<file path="src/rtl/fire_actuator.sv">
// fire_actuator: drives siren, sprinkler valve and pump handshake from detector requests,
// with minimum valve dwell, pump-ack timeout and latched FAULT. Optional macro: FIRE_ACT_MUTE_EN.
module fire_actuator #(
  parameter int SIREN_HALF   = 8,
  parameter int VALVE_MIN_ON = 32,
  parameter int ACK_TIMEOUT  = 16,
  parameter int CNT_W        = 8
) (
  input  logic clk,
  input  logic reset,
  input  logic alarm,
  input  logic extinguish,
  input  logic pump_ack,
  input  logic mute,
  output logic siren,
  output logic valve_open,
  output logic pump_req,
  output logic fault,
  output logic busy
);

  // state    | meaning
  // IDLE     | no request, all drives off
  // WARN     | alarm only, siren pulsing
  // PUMP_REQ | pump requested, waiting for pump_ack (timer counts up)
  // SPRAY    | valve open, pump running, dwell timer counts down
  // FAULT    | pump failed: siren steady, valve held open, pump released
  typedef enum logic [2:0] {IDLE, WARN, PUMP_REQ, SPRAY, FAULT} state_t;

  localparam logic [CNT_W-1:0] PH_LAST    = CNT_W'(SIREN_HALF - 1);
  localparam logic [CNT_W-1:0] ACK_LAST   = CNT_W'(ACK_TIMEOUT - 1);
  localparam logic [CNT_W-1:0] DWELL_LOAD = CNT_W'(VALVE_MIN_ON - 1);

  state_t           state, state_nxt;
  logic [CNT_W-1:0] ph, ph_nxt;
  logic [CNT_W-1:0] tmr, tmr_nxt;
  logic             lvl, lvl_nxt;
  logic             pulsing_nxt;
  logic             mute_warn;
  logic             siren_nxt, valve_nxt, pump_nxt, fault_nxt, busy_nxt;

`ifdef FIRE_ACT_MUTE_EN
  assign mute_warn = mute;
`else
  logic unused_mute;
  assign unused_mute = mute;
  assign mute_warn   = 1'b0;
`endif

  always_comb begin
    state_nxt = state;
    case (state)
      IDLE: begin
        if (extinguish)  state_nxt = PUMP_REQ;
        else if (alarm)  state_nxt = WARN;
      end
      WARN: begin
        if (extinguish)  state_nxt = PUMP_REQ;
        else if (!alarm) state_nxt = IDLE;
      end
      PUMP_REQ: begin
        // ack takes priority over a simultaneous timeout
        if (pump_ack)             state_nxt = SPRAY;
        else if (!extinguish)     state_nxt = alarm ? WARN : IDLE;
        else if (tmr == ACK_LAST) state_nxt = FAULT;
      end
      SPRAY: begin
        if (!pump_ack)                       state_nxt = FAULT;
        else if (!extinguish && tmr == '0)   state_nxt = alarm ? WARN : IDLE;
      end
      FAULT: begin
        if (!alarm && !extinguish) state_nxt = IDLE;
      end
      default: state_nxt = IDLE;
    endcase
  end

  always_comb begin
    tmr_nxt = '0;
    if (state_nxt == PUMP_REQ) begin
      tmr_nxt = (state == PUMP_REQ) ? tmr + CNT_W'(1) : '0;
    end else if (state_nxt == SPRAY) begin
      if (state != SPRAY) tmr_nxt = DWELL_LOAD;
      else                tmr_nxt = (tmr == '0) ? '0 : tmr - CNT_W'(1);
    end
  end

  // siren phase restarts only on entry from IDLE; moves among pulsing states keep it
  always_comb begin
    pulsing_nxt = (state_nxt == WARN) || (state_nxt == PUMP_REQ) || (state_nxt == SPRAY);
    ph_nxt      = '0;
    lvl_nxt     = 1'b0;
    if (pulsing_nxt) begin
      if (state == IDLE) begin
        ph_nxt  = '0;
        lvl_nxt = 1'b1;
      end else if (ph == PH_LAST) begin
        ph_nxt  = '0;
        lvl_nxt = ~lvl;
      end else begin
        ph_nxt  = ph + CNT_W'(1);
        lvl_nxt = lvl;
      end
    end else if (state_nxt == FAULT) begin
      ph_nxt  = ph;
      lvl_nxt = lvl;
    end
  end

  always_comb begin
    siren_nxt = (state_nxt == FAULT) ||
                (pulsing_nxt && lvl_nxt && !((state_nxt == WARN) && mute_warn));
    valve_nxt = (state_nxt == SPRAY) || (state_nxt == FAULT);
    pump_nxt  = (state_nxt == PUMP_REQ) || (state_nxt == SPRAY);
    fault_nxt = (state_nxt == FAULT);
    busy_nxt  = (state_nxt != IDLE);
  end

  always_ff @(posedge clk or negedge reset) begin
    if (!reset) begin
      state      <= IDLE;
      ph         <= '0;
      tmr        <= '0;
      lvl        <= 1'b0;
      siren      <= 1'b0;
      valve_open <= 1'b0;
      pump_req   <= 1'b0;
      fault      <= 1'b0;
      busy       <= 1'b0;
    end else begin
      state      <= state_nxt;
      ph         <= ph_nxt;
      tmr        <= tmr_nxt;
      lvl        <= lvl_nxt;
      siren      <= siren_nxt;
      valve_open <= valve_nxt;
      pump_req   <= pump_nxt;
      fault      <= fault_nxt;
      busy       <= busy_nxt;
    end
  end

endmodule
</file>
<file path="config.mk">
export PLATFORM = sky130hd
export DESIGN_NAME = fire_actuator
export DESIGN_NICKNAME = d
export VERILOG_FILES = /design/src/rtl/fire_actuator.sv
export SDC_FILE = /design/constraint.sdc
export NUM_CORES = 1
export LEC_CHECK = 0
export ABC_AREA = 1
export CAP_MARGIN = 20
export CORE_MARGIN = 1
export CORE_UTILIZATION = 35
export CTS_CLUSTER_SIZE = 40
export DETAILED_ROUTE_END_ITERATION = 16
export SETUP_SLACK_MARGIN = 0.4
export SLEW_MARGIN = 15
export SYNTH_ARGS = -nofsm -noshare
export SYNTH_HDL_FRONTEND = slang
export SYNTH_SLANG_ARGS = --single-unit
</file>
<file path="constraint.sdc">
create_clock -name clk -period 2.5 [get_ports clk]
set_clock_uncertainty 0.15 [all_clocks]
set_input_delay 0.375 -clock clk [delete_from_list [all_inputs] [get_ports clk]]
set_output_delay 0.375 -clock clk [all_outputs]
set_load 0.01 [all_outputs]
</file>
; Yosys cells after proc, flatten, opt, wreduce, memory -nomap -nowiden
; Cells that the tools add are included.
[op_classes]
addsub = 3
n_eq_ne = 12
mux = 25
bitwise_logic = 1
reduce_logical = 13
[op_table]
columns = op, n
row1 = 2-to-1 mux 8 bit, 9
row2 = 2-to-1 mux 3 bit, 10
row3 = "adder 8 x 1 -> 8 bit, second input constant", 2
row4 = case mux 3 bit (5 select lines), 1
row5 = "== test 3 x 2 -> 1 bit, second input constant", 4
row6 = "== test 8 x 3 -> 1 bit, second input constant", 1
row7 = "== test 8 x 4 -> 1 bit, second input constant", 1
row8 = zero test 8 bit, 1
row9 = "subtractor 8 x 1 -> 8 bit, second input constant", 1
row10 = "== test 3 x 1 -> 1 bit, second input constant", 2
row11 = "== test 3 bit, second input constant", 2
row12 = logical OR 1 bit, 5
row13 = 2-to-1 mux 1 bit, 5
row14 = logical AND 1 bit, 3
row15 = zero test 3 bit, 1
row16 = "inequality test 3 x 2 -> 1 bit, second input constant", 1
row17 = nonzero test 3 bit, 1
row18 = zero test 1 bit, 2
row19 = "inequality test 2 bit, second input constant", 1
row20 = inverter 1 bit, 1
[word_totals]
reg_bits = 25
in_bits = 6
output_inout_bits = 5
elab_cells = 63

; Longest topological paths before layout
[depth]
ltp_word = 11
ltp_mapped = 11
ltp_nobuf = 11

; Least setup slack after synthesis
; OpenSTA, ideal clock, no wires.
[synth_timing]
path_kind = reg-to-reg
start = register tmr[0]
end = register siren
setup_ns = 0.121
t_arrival_ns = 1.441
required_time_ns = 2.229
path_slack_ns = 0.789
stages_incl_launch_ff = 12
n_path_buf = 0
period_less_slack_ns = 1.711
path_cell_list = dfrtp_1 inv_1 ha_1 nand2_2 nor2_8 nand2_2 nand2_2 nand2_2 nor2_4 nand2_4 nand2_2 nand2_1
[synth_via]
elab_chain_cells = 11
[synth_lines]
columns = element, line_no
row1 = "start, declared", 36  ; logic [CNT_W-1:0] tmr, tmr_nxt;
row2 = "start signal, assigned", 133  ; tmr <= tmr_nxt;
row3 = == test 8 x 4 -> 1 bit / zero test 8 bit (equally long branches), "65, 69"
row4 = 2-to-1 mux 3 bit / logical AND 1 bit (equally long branches), "65, 69"
row5 = "2-to-1 mux 3 bit, on equally long branches", "64, 69"
row6 = "2-to-1 mux 3 bit, on equally long branches", "63, 68"
row7 = case mux 3 bit (5 select lines) (*), 52  ; case (state)
row8 = == test 3 x 1 -> 1 bit / == test 3 x 2 -> 1 bit (equally long branches), --
row9 = logical OR 1 bit (2 in a row), 90  ; pulsing_nxt = (state_nxt == WARN) || (state_nxt == PUMP_REQ) || (state_nxt == SPRAY);
row10 = 2-to-1 mux 1 bit, 93  ; if (pulsing_nxt) begin
row11 = logical AND 1 bit, 112  ; (pulsing_nxt && lvl_nxt && !((state_nxt == WARN) && mute_warn));
row12 = logical OR 1 bit (*), 111  ; siren_nxt = (state_nxt == FAULT) ||
row13 = via siren_nxt, 40  ; logic siren_nxt, valve_nxt, pump_nxt, fault_nxt, busy_nxt;
row14 = "end signal, assigned", 135  ; siren <= siren_nxt;
row15 = "end, declared", 15  ; output logic siren,
; Mark *: on every way through the listed nets, which the timed path passes. The rest lies on a longest branch.
; A chain may end at the register's enable or synchronous reset.

; Worst setup path after layout
[layout_timing]
start = register tmr[0]
end = register siren
[layout_via]
elab_chain_cells = 11
[layout_lines]
columns = element, line_no
row1 = == test 8 x 4 -> 1 bit / zero test 8 bit (equally long branches), "65, 69"
row2 = 2-to-1 mux 3 bit / logical AND 1 bit (equally long branches), "65, 69"
row3 = "2-to-1 mux 3 bit, on equally long branches", "64, 69"
row4 = "2-to-1 mux 3 bit, on equally long branches", "63, 68"
row5 = case mux 3 bit (5 select lines) (*), 52
row6 = via state_nxt[0], 34  ; state_t state, state_nxt;
row7 = == test 3 x 1 -> 1 bit / == test 3 x 2 -> 1 bit (equally long branches), --
row8 = logical OR 1 bit (2 in a row), 90
row9 = 2-to-1 mux 1 bit, 93
row10 = logical AND 1 bit, 112
row11 = logical OR 1 bit (*), 111
row12 = via siren_nxt, 40
; Marks and branches as above.

==> flow_metrics.env <==
export IMPL_slew_headroom_pct=67.9
export IMPL_grtUsageTotal_pct=16.2
export IMPL_p_leak_nw=0.935
export IMPL_cts_sinks=25
export IMPL_grt_max_degree=26
export IMPL_die_w_um=72.6
export IMPL_num_vias=1529
export IMPL_tritoncts="done"
export IMPL_hold_path_class="in2async"
export IMPL_synth_area_um2=1740
export IMPL_drv_slew=0
export IMPL_status="complete, no violations"
export IMPL_tns_ns=0
export IMPL_synth_distinct_cells=30
export IMPL_cts_made_buffers=3
export IMPL_max_clock_freq_mhz=519
export IMPL_yosysWarnings=0
export IMPL_synthTopCellsByArea="dfrtp_1 36%, nand2_1 12%, nand3_1 10%, nor2_1 8.0%, inv_1 4.3%"
export IMPL_crit_path_start="tmr[0]$_DFF_PN0_"
export IMPL_synth_cells=241
export IMPL_initial_core_util_pct=36.7
export IMPL_hold_buffers=0
export IMPL_die_h_um=72.6
export IMPL_viasPerCell=4.79
export IMPL_rsz0062_at_grt="true"
export IMPL_detail_route_wl_per_cell_um=11.9
export IMPL_path_max_fanout=11
export IMPL_hold_violations=0
export IMPL_routed_wl_mm=3.79
export IMPL_syn_mean_instance_area_um2=7.24
export IMPL_grt_pass1_vias=1412
export IMPL_worstMarginPinSlew_ns=0.480
export IMPL_num_nets_final=263
export IMPL_yosysSeqAreaShare_pct=35.9
export IMPL_dieArea_um2=5270
export IMPL_critPathCaptureType="flip-flop"
export IMPL_htree_levels=1
export IMPL_syn_to_final_growth_pct=12.1
export IMPL_grt_pass1_wl_mm=6.56
export IMPL_gp_congestion=0.833
export IMPL_drcViolationCount=0
export IMPL_r2r_setup_slack_ns=0.57
export IMPL_root_buffer="clkbuf_8"
export IMPL_holdWs_ns=0.301
export IMPL_clk_pin_slew_ns=0.10
export IMPL_drt_pass1_iterations=4
export IMPL_grt_antenna_before_repair=0
export IMPL_setup_viol=0
export IMPL_drv_cap=0
export IMPL_cts_buffer_depth=2
export IMPL_final_common_cell="nand2_1"
export IMPL_min_period_ns=1.93
export IMPL_synth_largest_area_cell="dfrtp_1"
export IMPL_critPathLaunchType="flip-flop"
export IMPL_ant_nets=0
export IMPL_dpl_hpwl_mm=2.62
export IMPL_drtIter0Drc=135
export IMPL_rows=25
export IMPL_cp_required_ns=2.52
export IMPL_drive_gt1_share_pct=11.1
export IMPL_final_cell_mix="58 x nand2_1, 37 x nor2_1, 33 x nand3_1, 25 x dfrtp_1, 20 x inv_1"
export IMPL_worstReg2RegStart="tmr[0]$_DFF_PN0_"
export IMPL_endpoint="siren$_DFF_PN0_"
export IMPL_ioPinCount=11
export IMPL_synth_fp_nets=251
export IMPL_path_class="reg2reg"
export IMPL_critical_path_arrival_ns=1.95
export IMPL_core_area_um2=4750
export IMPL_clock_latency_ns=0.28
export IMPL_layout_worst_path_cycle_share_pct=77.0
export IMPL_post_route_util_pct=41.1
export IMPL_ir_worst_vdd_uv=356
export IMPL_overflow=0
export IMPL_ys_seq_elements=25
export IMPL_r2r_cells=11
export IMPL_power_density_nw_per_um2=1080
export IMPL_netlist_area_leader_share_pct=35.9
export IMPL_port_buffers=9
export IMPL_r2r_end="siren$_DFF_PN0_"
export IMPL_antenna_cells=0
## power breakdown
part	switching [mW]	internal [mW]	total, mW
Sequential	0.136	0.518	0.655
Combinational	0.772	0.424	1.20
Clock	0.146	0.113	0.259
Total	1.05	1.06	2.11
## state kept, by name, indices dropped and copies added, names as in the netlist
register	cells
valve_open	1
pump_req	1
lvl	1
tmr	8
state	3
siren	1
ph	8
busy	1
fault	1
## critical path: stages, from the launching register on
cell,delay (ns)
dfrtp_1,0.43
inv_1,0.14
ha_1,0.18
nand2_2,0.09
nor2_8,0.18
nand3_2,0.08
nand2_2,0.08
nand2_4,0.12
inv_6,0.14
nand2_4,0.10
nand2_2,0.08
nand2_1,0.05
## worst min-delay path by stage
stage	startpoint	to	slack, ns	cells past startpoint
floorplan	reset	busy$_DFF_PN0_	-0.07	0
global placement	lvl$_DFF_PN0_	lvl$_DFF_PN0_	0.36	2
detailed placement	lvl$_DFF_PN0_	lvl$_DFF_PN0_	0.37	2
CTS	reset	ph[7]$_DFFE_PN0P_	0.31	2
global route	reset	ph[5]$_DFFE_PN0P_	0.33	2
finish	reset	pump_req$_DFF_PN0_	0.30	2
## repair_timing
action | CTS | global route
buffers inserted | 0 | 1
endpoints found under the setup margin | 0 | 12
endpoints found under the hold margin | 0 | 0
resized for setup | 0 | 3
## area by class of cell
class / instances / area, µm²
Fill cell: 514 / 2800
Multi-Input combinational cell: 190 / 1000
Sequential cell: 25 / 626
Timing Repair Buffer: 11 / 105
Inverter: 22 / 87.6
Tap cell: 67 / 83.8
Clock buffer: 3 / 41.3
Clock inverter: 1 / 7.51
## layer usage
metal  up-vias  share of wire (%)  track usage [%]
li1        804                  -                -
met1       679                 50             23.5
met2        39                 43             23.5
met3         7                4.8             2.62
met4         0                2.0             7.41
met5         -                  0                0
## cells in the mapped netlist
cell type	count
o22ai_1	1
nand2_4	3
nor3b_1	4
nand3b_1	1
nor2_2	1
xnor2_1	3
buf_2	1
nor2_4	2
a21boi_0	1
nand2_1	58
nand3_4	1
o21ai_1	1
nor3_1	3
o21bai_1	2
ha_1	4
xor2_1	3
nand3_1	35
o31ai_1	1
nor2_8	1
nand2_2	7
inv_2	1
buf_6	3
nand3_2	2
inv_4	1
o21ai_0	10
a21oi_1	8
nor2_1	37
o211ai_2	1
dfrtp_1	25
inv_1	20
## logic make-up (layout without fill, tap and decap cells)
group | after synthesis | count (layout) | synth area share [%]
buffers and inverters | 26 | 37 | 7.10
DFF | 25 | 25 | 35.9
adders and majority gates | 4 | 4 | 2.87
xor gates and xnor gates | 6 | 6 | 3.01
AOI/OAI and AO/OA | 25 | 25 | 8.25
and+or+nand+nor | 155 | 155 | 42.9
## metrics by stage
step / instances / setup WS, ns / power [mW] / area, µm²
2_1_floorplan: 241 / 0.789 / 1.59 / 1740
3_3_place_gp: 314 / 0.385 / 1.83 / 1890
3_5_place_dp: 314 / 0.370 / 1.85 / 1890
4_1_cts: 318 / 0.496 / 2.12 / 1940
5_1_grt: 319 / 0.393 / 2.33 / 1960
6_report: 319 / 0.574 / 2.11 / 1960
Note: power is estimated with default switching activity, not from simulation.
